**config.mk**
```make
export PLATFORM = sky130hd
export DESIGN_NAME = sdram_cpu_bridge
export DESIGN_NICKNAME = d
export VERILOG_FILES = /design/src/rtl/sdram_cpu_bridge.sv
export SDC_FILE = /design/constraint.sdc
export NUM_CORES = 1
export LEC_CHECK = 0
export ABC_AREA = 1
export CAP_MARGIN = 10
export CORE_ASPECT_RATIO = 0.75
export CORE_UTILIZATION = 39
export DETAILED_ROUTE_END_ITERATION = 10
export PLACE_DENSITY_LB_ADDON = 0.1
export SLEW_MARGIN = 10
export SYNTH_ARGS = -nofsm -noshare
export SYNTH_HDL_FRONTEND = slang
export SYNTH_SLANG_ARGS = --single-unit
```
**constraint.sdc**
```tcl
create_clock -name clk -period 1.4 [get_ports clk]
set_input_delay 0.14 -clock clk [delete_from_list [all_inputs] [get_ports clk]]
set_output_delay 0.14 -clock clk [all_outputs]
set_load 0.1 [all_outputs]
```
**src/rtl/sdram_cpu_bridge.sv**
```systemverilog
// rtl/sdram_cpu_bridge.sv - PicoRV32 native bus to Wishbone-classic SDRAM port bridge
// Registers every request, turns partial-strobe stores into read-modify-write, and times out stalled phases.
module sdram_cpu_bridge #(
    parameter int unsigned ADDR_W   = 20,
    parameter int unsigned TIMEOUT  = 255,
    parameter logic [31:0] ERR_DATA = 32'hDEAD_BEEF
) (
    input  logic              clk,
    input  logic              reset,
    input  logic              cpu_valid,
    input  logic [31:0]       cpu_addr,
    input  logic [31:0]       cpu_wdata,
    input  logic [3:0]        cpu_wstrb,
    output logic              cpu_ready,
    output logic [31:0]       cpu_rdata,
    output logic [ADDR_W-1:0] wb_adr_o,
    output logic [31:0]       wb_dat_o,
    input  logic [31:0]       wb_dat_i,
    output logic              wb_cyc_o,
    output logic              wb_stb_o,
    output logic              wb_we_o,
    input  logic              wb_ack_i,
    output logic              busy,
    output logic [7:0]        err_count
);
    typedef enum logic [2:0] {IDLE, RD, GAP, WR, RESP} state_t;

    localparam logic [15:0] LAST_CNT = 16'(TIMEOUT - 1);

    state_t            state_q, state_d;
    logic [ADDR_W-1:0] adr_q, adr_d;
    logic [31:0]       data_q, data_d;
    logic [3:0]        wstrb_q, wstrb_d;
    logic [15:0]       cnt_q, cnt_d;
    logic [7:0]        err_q, err_d;
    logic              cyc_q, cyc_d;
    logic              we_q, we_d;
    logic              ready_q, ready_d;
    logic              busy_q, busy_d;
    logic [31:0]       merged;
    logic [7:0]        err_inc;
    logic              expired;
    logic              unused_addr;

    assign unused_addr = ^{cpu_addr[31:ADDR_W+2], cpu_addr[1:0]};
    assign expired     = (cnt_q == LAST_CNT);
    assign err_inc     = (err_q == 8'hFF) ? err_q : err_q + 8'd1;

    // Until the read returns, data_q still holds the CPU write data, so the merge needs no extra register.
    always_comb begin
        merged = wb_dat_i;
        for (int i = 0; i < 4; i++) begin
            if (wstrb_q[i]) begin
                merged[8*i +: 8] = data_q[8*i +: 8];
            end
        end
    end

    always_comb begin
        state_d = state_q;
        adr_d   = adr_q;
        data_d  = data_q;
        wstrb_d = wstrb_q;
        cnt_d   = cnt_q;
        err_d   = err_q;
        cyc_d   = cyc_q;
        we_d    = we_q;
        ready_d = 1'b0;
        case (state_q)
            IDLE: begin
                if (cpu_valid) begin
                    adr_d   = cpu_addr[ADDR_W+1:2];
                    data_d  = cpu_wdata;
                    wstrb_d = cpu_wstrb;
                    cnt_d   = 16'd0;
                    cyc_d   = 1'b1;
                    we_d    = (cpu_wstrb == 4'hF);
                    state_d = (cpu_wstrb == 4'hF) ? WR : RD;
                end
            end
            RD: begin
                if (wb_ack_i) begin
                    cyc_d = 1'b0;
                    if (|wstrb_q) begin
                        data_d  = merged;
                        state_d = GAP;
                    end else begin
                        data_d  = wb_dat_i;
                        ready_d = 1'b1;
                        state_d = RESP;
                    end
                end else if (expired) begin
                    cyc_d   = 1'b0;
                    err_d   = err_inc;
                    data_d  = ERR_DATA;
                    ready_d = 1'b1;
                    state_d = RESP;
                end else begin
                    cnt_d = cnt_q + 16'd1;
                end
            end
            GAP: begin
                cyc_d   = 1'b1;
                we_d    = 1'b1;
                cnt_d   = 16'd0;
                state_d = WR;
            end
            WR: begin
                if (wb_ack_i) begin
                    cyc_d   = 1'b0;
                    we_d    = 1'b0;
                    ready_d = 1'b1;
                    state_d = RESP;
                end else if (expired) begin
                    cyc_d   = 1'b0;
                    we_d    = 1'b0;
                    err_d   = err_inc;
                    data_d  = ERR_DATA;
                    ready_d = 1'b1;
                    state_d = RESP;
                end else begin
                    cnt_d = cnt_q + 16'd1;
                end
            end
            RESP: begin
                state_d = IDLE;
            end
            default: begin
                cyc_d   = 1'b0;
                we_d    = 1'b0;
                state_d = IDLE;
            end
        endcase
        busy_d = (state_d != IDLE);
    end

    always_ff @(posedge clk) begin
        if (reset) begin
            state_q <= IDLE;
            adr_q   <= '0;
            data_q  <= 32'd0;
            wstrb_q <= 4'd0;
            cnt_q   <= 16'd0;
            err_q   <= 8'd0;
            cyc_q   <= 1'b0;
            we_q    <= 1'b0;
            ready_q <= 1'b0;
            busy_q  <= 1'b0;
        end else begin
            state_q <= state_d;
            adr_q   <= adr_d;
            data_q  <= data_d;
            wstrb_q <= wstrb_d;
            cnt_q   <= cnt_d;
            err_q   <= err_d;
            cyc_q   <= cyc_d;
            we_q    <= we_d;
            ready_q <= ready_d;
            busy_q  <= busy_d;
        end
    end

    assign cpu_ready = ready_q;
    assign cpu_rdata = data_q;
    assign wb_adr_o  = adr_q;
    assign wb_dat_o  = data_q;
    assign wb_cyc_o  = cyc_q;
    assign wb_stb_o  = cyc_q;
    assign wb_we_o   = we_q;
    assign busy      = busy_q;
    assign err_count = err_q;
endmodule

```
==> results of run 1 <==
==> routing by layer <==
metal | up-vias | wire length (um) | GRT usage
met3 | 33 | 1230 | 0.0694
met2 | 207 | 8200 | 0.441
li1 | 2691 | - | -
met4 | 0 | 386 | 0.0896
met5 | - | 0 | 0
met1 | 2632 | 6960 | 0.333
==> worst max-delay path: cells and delay by family, from the launching register on <==
kind	cells	cell delay, ns
AOI/OAI and AO/OA	2	0.21
buffers and inverters	2	0.33
DFF	1	0.37
and+or+nand+nor	5	0.54
==> synthesized netlist by cell type, types with 4 or more instances <==
master / instances
a21oi_1: 60
a22o_1: 24
buf_2: 8
buf_4: 35
clkbuf_1: 12
dfxtp_1: 87
inv_1: 55
inv_2: 4
nand2_1: 124
nand2_2: 10
nand3_1: 33
nand4_1: 4
nor2_1: 127
nor2_4: 4
nor3_1: 4
o21ai_0: 72
xor2_1: 6
==> flip-flops by register name, summed over array words and instances (netlist names) <==
register	flops
cpu_rdata	32
state_q	3
busy	1
wb_cyc_o	1
wb_we_o	1
err_count	8
wstrb_q	4
cnt_q	16
cpu_ready	1
wb_adr_o	20
==> what timing repair did <==
item | CTS | global route
gates cloned | 3 | 0
setup buffers | 14 | 8
pin swaps | 27 | 38
gates resized for setup | 110 | 90
setup endpoints to repair | 62 | 63
==> report_power, final <==
part           total [mW]  internal, mW  switching, mW
Sequential           2.97          2.66          0.310
Clock                2.31          1.26           1.05
Combinational        4.63          1.78           2.85
==> kinds of logic after synthesis <==
kind of cell / count (synthesis)
adder cells (fa/ha/maj): 3
buffers and inverters: 118
AO/OA/AOI/OAI: 162
flip-flops: 87
AND/OR/NAND/NOR: 314
XOR/XNOR: 7
==> worst min path at each step <==
stage,depth (start not counted),start,end
after floorplan,2,cpu_addr[21],wb_adr_o[19]
after global placement,2,cnt_q[0],cnt_q[0]
after detailed placement,2,cnt_q[0],cnt_q[0]
after CTS,3,cpu_addr[5],wb_adr_o[3]
after global routing,3,cpu_addr[21],wb_adr_o[19]
final,3,cpu_addr[5],wb_adr_o[3]
==> cells in the final DEF (no fill, tap or decap), types with 32 or more instances in the layout <==
cell / instances
dfxtp_2: 43
buf_4: 69
buf_12: 106
nand2_1: 102
inv_1: 45
nor2_1: 108
o21ai_0: 43
dfxtp_1: 32
clkdlybuf4s50_1: 91
==> layout make-up <==
cell class | count | area (um2)
Tap cell | 162 | 203
Fill cell | 755 | 2450
Multi-Input combinational cell | 486 | 2940
Sequential cell | 87 | 1840
Clock inverter | 6 | 42.5
Inverter | 59 | 234
Timing Repair Buffer | 278 | 3700
Clock buffer | 10 | 239
==> impl_results.md, run 1 <==
* Status: complete, but fails checks
* Failing checks: negative setup slack
* Final Setup Violations at 53
* Critical path capture point: cpu_rdata[19]
* Final instance area at 9200 um2
* Largest family of logic cells by synthesized area: simple AND/OR/NAND/NOR gates
* Fin crit share at 1.11
* Final Hold Fails at 0
* 1st-pass router iterations at 5
* FF-to-FF path depth at 9
* Clk slew on worst S/H paths at 0.07 ns
* Synth area leader: dfxtp_1
* Antenna-violating nets left at 0
* Initial antenna violation count at 0
* Worst flop-to-flop path startpoint: state_q[2]
* WL per Instance at 15.4 um
* Final core utilization at 0.790
* Max_slew headroom at 0.645
* Setup TNS at -3.49 ns
* Power per unit of standard cell area at 1080 nW/um2
* Clock Skew at 0.00963 ns
* Slowest-stage cell, CP: dfxtp_4
* CP arrival at 1.81 ns
* Worst-path maximum fanout at 6
* Top FF cell, synth: dfxtp_1
* Share of post-route cells with drive strength above 1 at 0.432
* Fmax at 0.643 GHz
* Synth Area in Compound Gates at 0.196
* I/O Pins at 201
* CP required at 1.65 ns
* Clock sink count at 87
* Cell count after synthesis at 691
* Post-Place Cells at 1051
* Clk buf depth at 2
* Congestion Overflow GR at 0
* Drt initial violations at 313
* Die ar. at 12500 um2
* DRC at 0
* Worst-skew pair later-pin latency at 0.35 ns
* Die Y at 97.1 um
* # hold bufs at CTS at 0
* Core area at 11700 um2
* Measured slew at the worst slew-check pin at 0.526 ns
* Leakage at 3.75 nW
* Cell breakdown of the critical path: nor2_2, nand2_2, nand2_2, nand2_4, a21oi_1, buf_4, buf_6, o21ai_1, nor2_1
* Critical Path Sink Type: flip-flop
* Async S/R FF share, synth at 0
* XOR/XNOR Fraction of Synth Area at 0.0130
* Hold Slack at 0.413 ns
* Synth top area share at 0.371
* Mean post-synth cell area at 6.80 um2
* Post-Layout Cell Count at 1088
* Total Power at 9.92 mW
* Vias in the first global route at 5447
* Crit. Startpoint: state_q[2]
* Seq/Total Area, Yosys at 0.371
* Multiplexer share of the synthesized area at 0
* First-pass GRT wire length at 26400 um
* CP Launch Type: flip-flop
* Root Buffer: clkbuf_16
* Ant. Diodes at 0
* Yosys Warn Count at 0
* Die extent in x at 129 um
* Slew Limit Fails at 0
* Simple-gate share of the synthesized area at 0.286
* Final wirelength at 16800 um
* Post-synth EDFFs at 0
* Area after DPL at 8130 um2
* Worst hold path type: input port to flip-flop
* Rows at 34
* Detailed-route via count at 5563
* Final WS setup at -0.155 ns
* Routability Congestion at 0.898
* Peak VDD IR at 0.737 mV
* Place WS at -0.437 ns
* Starting density of the core at 0.403
* Synth area leaders: dfxtp_1 37%, nor2_1 10%, nand2_1 9.9%
* Min Clock Period, post-route at 1.55 ns
* RR Endpoint: cpu_rdata[19]
* Total GRT Usage at 0.266
* Largest net degree at the start of global routing at 40
* Unrepaired setup endpoints after global routing: yes
* CTS tree: built
* Area Overhead vs Synth at 95.8%
* CP most frequent cell: nand2_2
* Slowest stage delay, CP at 0.37 ns
* Setup CP Type: flip-flop to flip-flop
* Final #Nets at 1028
* Post-Syn Nets at 798
* #FFs+latches synth at 87
* CTS buffer count at 9
* Buffers added on ports at 188
* # Max-Cap Violations at 0
* Adder-Cell Fraction of Synth Area at 0.00799
* Synth cell types at 33
* H-tree levels at 3
* Reg2reg setup slack at -0.15 ns
* Post-DP HPWL at 12000 um
* DR vias/cell at 5.11
* Synth Cell Area at 4700 um2
Power figures use the tool's default switching activity.
==> run 2: changes to the inputs <==
CELL_PAD_IN_SITES_DETAIL_PLACEMENT = 1   (was unset)
CELL_PAD_IN_SITES_GLOBAL_PLACEMENT = 2   (was unset)
CORE_UTILIZATION = 20   (was 39)
==> run 2 against run 1 <==
Against the previous run:
- the flow still finishes with violations (negative setup slack)
- critical path depth rose by 1
- setup slack improved by 0.031 ns
- sequential cell count did not move
- critical path type unchanged
- critical endpoint is now cpu_rdata[24]
==> impl_results.md, run 2 (synthesis gave the netlist of run 1 again) <==
* # hold bufs at CTS at 0 (unchanged)
* Vias in the first global route at 6153 (+13%)
* 1st-pass router iterations at 4 (-1)
* CTS buffer count at 9 (unchanged)
* Setup CP Type: flip-flop to flip-flop
* Initial antenna violation count at 0 (unchanged)
* Post-DP HPWL at 14700 um (+23%)
* Total GRT Usage at 0.169 (-0.0966)
* Detailed-route via count at 5561 (-0.036%)
* Filler instances at 2562 (+240%)
* Worst-path maximum fanout at 10 (+4)
* Final WS setup at -0.124 ns (+0.0306 ns)
* Buffers added on ports at 188 (unchanged)
* DR vias/cell at 4.43 (-13%)
* Peak VDD IR at 0.521 mV (-29%)
* Clock Skew at 0.0109 ns (+0.00128 ns)
* Min Clock Period, post-route at 1.52 ns (-0.0306 ns)
* CP Launch Type: flip-flop
* Final Hold Fails at 0 (unchanged)
* CP required at 1.69 ns (+0.04 ns)
* Clk buf depth at 2 (unchanged)
* Clk slew on worst S/H paths at 0.08 ns (about the same)
* Final #Nets at 1058 (+2.9%)
* Root Buffer: clkbuf_16
* Slew Limit Fails at 0 (unchanged)
* Total Power at 10.5 mW (+6.0%)
* Core area at 23000 um2 (+97%)
* Setup TNS at -3.57 ns (-0.0787 ns)
* Fmax at 0.656 GHz (+2.0%)
* Die Y at 135 um (+39%)
* Die extent in x at 179 um (+39%)
* CTS tree: built
* Antenna-violating nets left at 0 (unchanged)
* I/O Pins at 201 (unchanged)
* H-tree levels at 3 (unchanged)
* Number of flip-flops under the largest register name at 32 (unchanged)
* Ant. Diodes at 0 (unchanged)
* Worst hold path type: input port to flip-flop
* Area Overhead vs Synth at 113%
* Critical Path Sink Type: flip-flop
* Clock sink count at 87 (unchanged)
* # Max-Cap Violations at 0 (unchanged)
* Routability Congestion at 0.781 (-13%)
* CP arrival at 1.81 ns (about the same)
* Congestion Overflow GR at 0 (unchanged)
* Commonest non-fill, non-tap cell in the layout: buf_12
* Largest net degree at the start of global routing at 35 (-13%)
* Final Setup Violations at 55 (+3.8%)
* DRC at 0 (unchanged)
* WL per Instance at 16.1 um (+4.4%)
* Max_slew headroom at 0.727 (+0.0818)
* First-pass GRT wire length at 31700 um (+20%)
* Final wirelength at 20200 um (+20%)
* Drt initial violations at 188 (-40%)
* Starting density of the core at 0.204 (-0.199)
* Die ar. at 24100 um2 (+93%)
* Leakage at 4.03 nW (+7.4%)
* Measured slew at the worst slew-check pin at 0.409 ns (-0.118 ns)
* Fin crit share at 1.09 (-0.0219)
* Status: complete, but fails checks
* Power per unit of standard cell area at 1050 nW/um2 (-2.7%)
* Hold Slack at 0.400 ns (-0.0124 ns)
* Rows at 48 (+41%)
* Share of post-route cells with drive strength above 1 at 0.490 (+0.0576)
* Worst-skew pair later-pin latency at 0.36 ns (about the same)
* Failing checks: negative setup slack
* Unrepaired setup endpoints after global routing: yes
* Commonest non-fill, non-tap cells in the layout: 107 x buf_12, 104 x nor2_1, 91 x nand2_1, 91 x clkdlybuf4s50_1, 76 x buf_4
==> run 2: cell types whose count changed in the layout (fill, tap and decap cells not counted), sizes merged <==
cell    previous run  this run
inv               61        64
clkinv             4         1
bufinv             0         1
clkbuf            10        11
buf              187       215
==> run 2: path summary, 6_finish.rpt <==
path / start / end / slack (ns) / cells after the start
setup reg to reg: state_q[2] / cpu_rdata[24] / -0.12 / 10
setup / recovery: state_q[2] / cpu_rdata[24] / -0.12 / 10
hold reg to reg: wb_we_o / wb_we_o / 0.50 / 2
hold / removal: cpu_addr[8] / wb_adr_o[6] / 0.40 / 3
==> run 2: layout make-up <==
class                   instances  area [um2]  share of cell area
multi-input cells             486        3170               0.316
inverters                      59         241              0.0241
repair buffers                307        4070               0.405
flip-flops and latches         87        1840               0.183
repair inverters                1        11.3             0.00112
well taps                     300         375              0.0374
clock inverters                 6        78.8             0.00786
clock buffers                  10         250              0.0249
==> run 2: per-layer routing <==
metal,track usage,wire (um),part of all wire,vias up
met5,0,0,0,-
met4,0.0447,252,0.012,0
met3,0.0403,884,0.044,16
met2,0.297,10100,0.50,103
met1,0.206,8930,0.44,2694
li1,-,-,-,2748
==> run 2: worst max-delay path: stages (launching register included) <==
cell and delay, ns:
dfxtp_2 0.34, buf_6 0.12, nor2_4 0.13, nand2_4 0.10, nor2_8 0.14, buf_12 0.14
buf_8 0.13, nand2_1 0.08, nand2_2 0.10, a21oi_1 0.05, a21oi_1 0.13
==> run 2: metrics by stage <==
stage                     cells  setup WS (ns)  instance area, um2  utilization
after CTS                  1246         -0.125                9550        0.415
after global placement     1211         -0.408                8450        0.367
final                      1256         -0.124               10000        0.436
after floorplan             691      0.0000484                4840            -
after global routing       1256         -0.195               10000        0.436
after detailed placement   1211         -0.477                8450        0.367
==> run 2: repair_timing <==
item	4_1_cts	5_1_grt
endpoints found under the hold margin	0	0
cloned	5	2
resized for setup	172	111
pin swaps	61	44
setup buffers	18	9
endpoints found under the setup margin	60	61
==> run 2: report_power, final <==
part / switching [mW] / leakage, nW / internal (mW)
Sequential: 0.319 / 0.740 / 2.66
Combinational: 2.92 / 3.13 / 1.88
Clock: 1.18 / 0.163 / 1.54
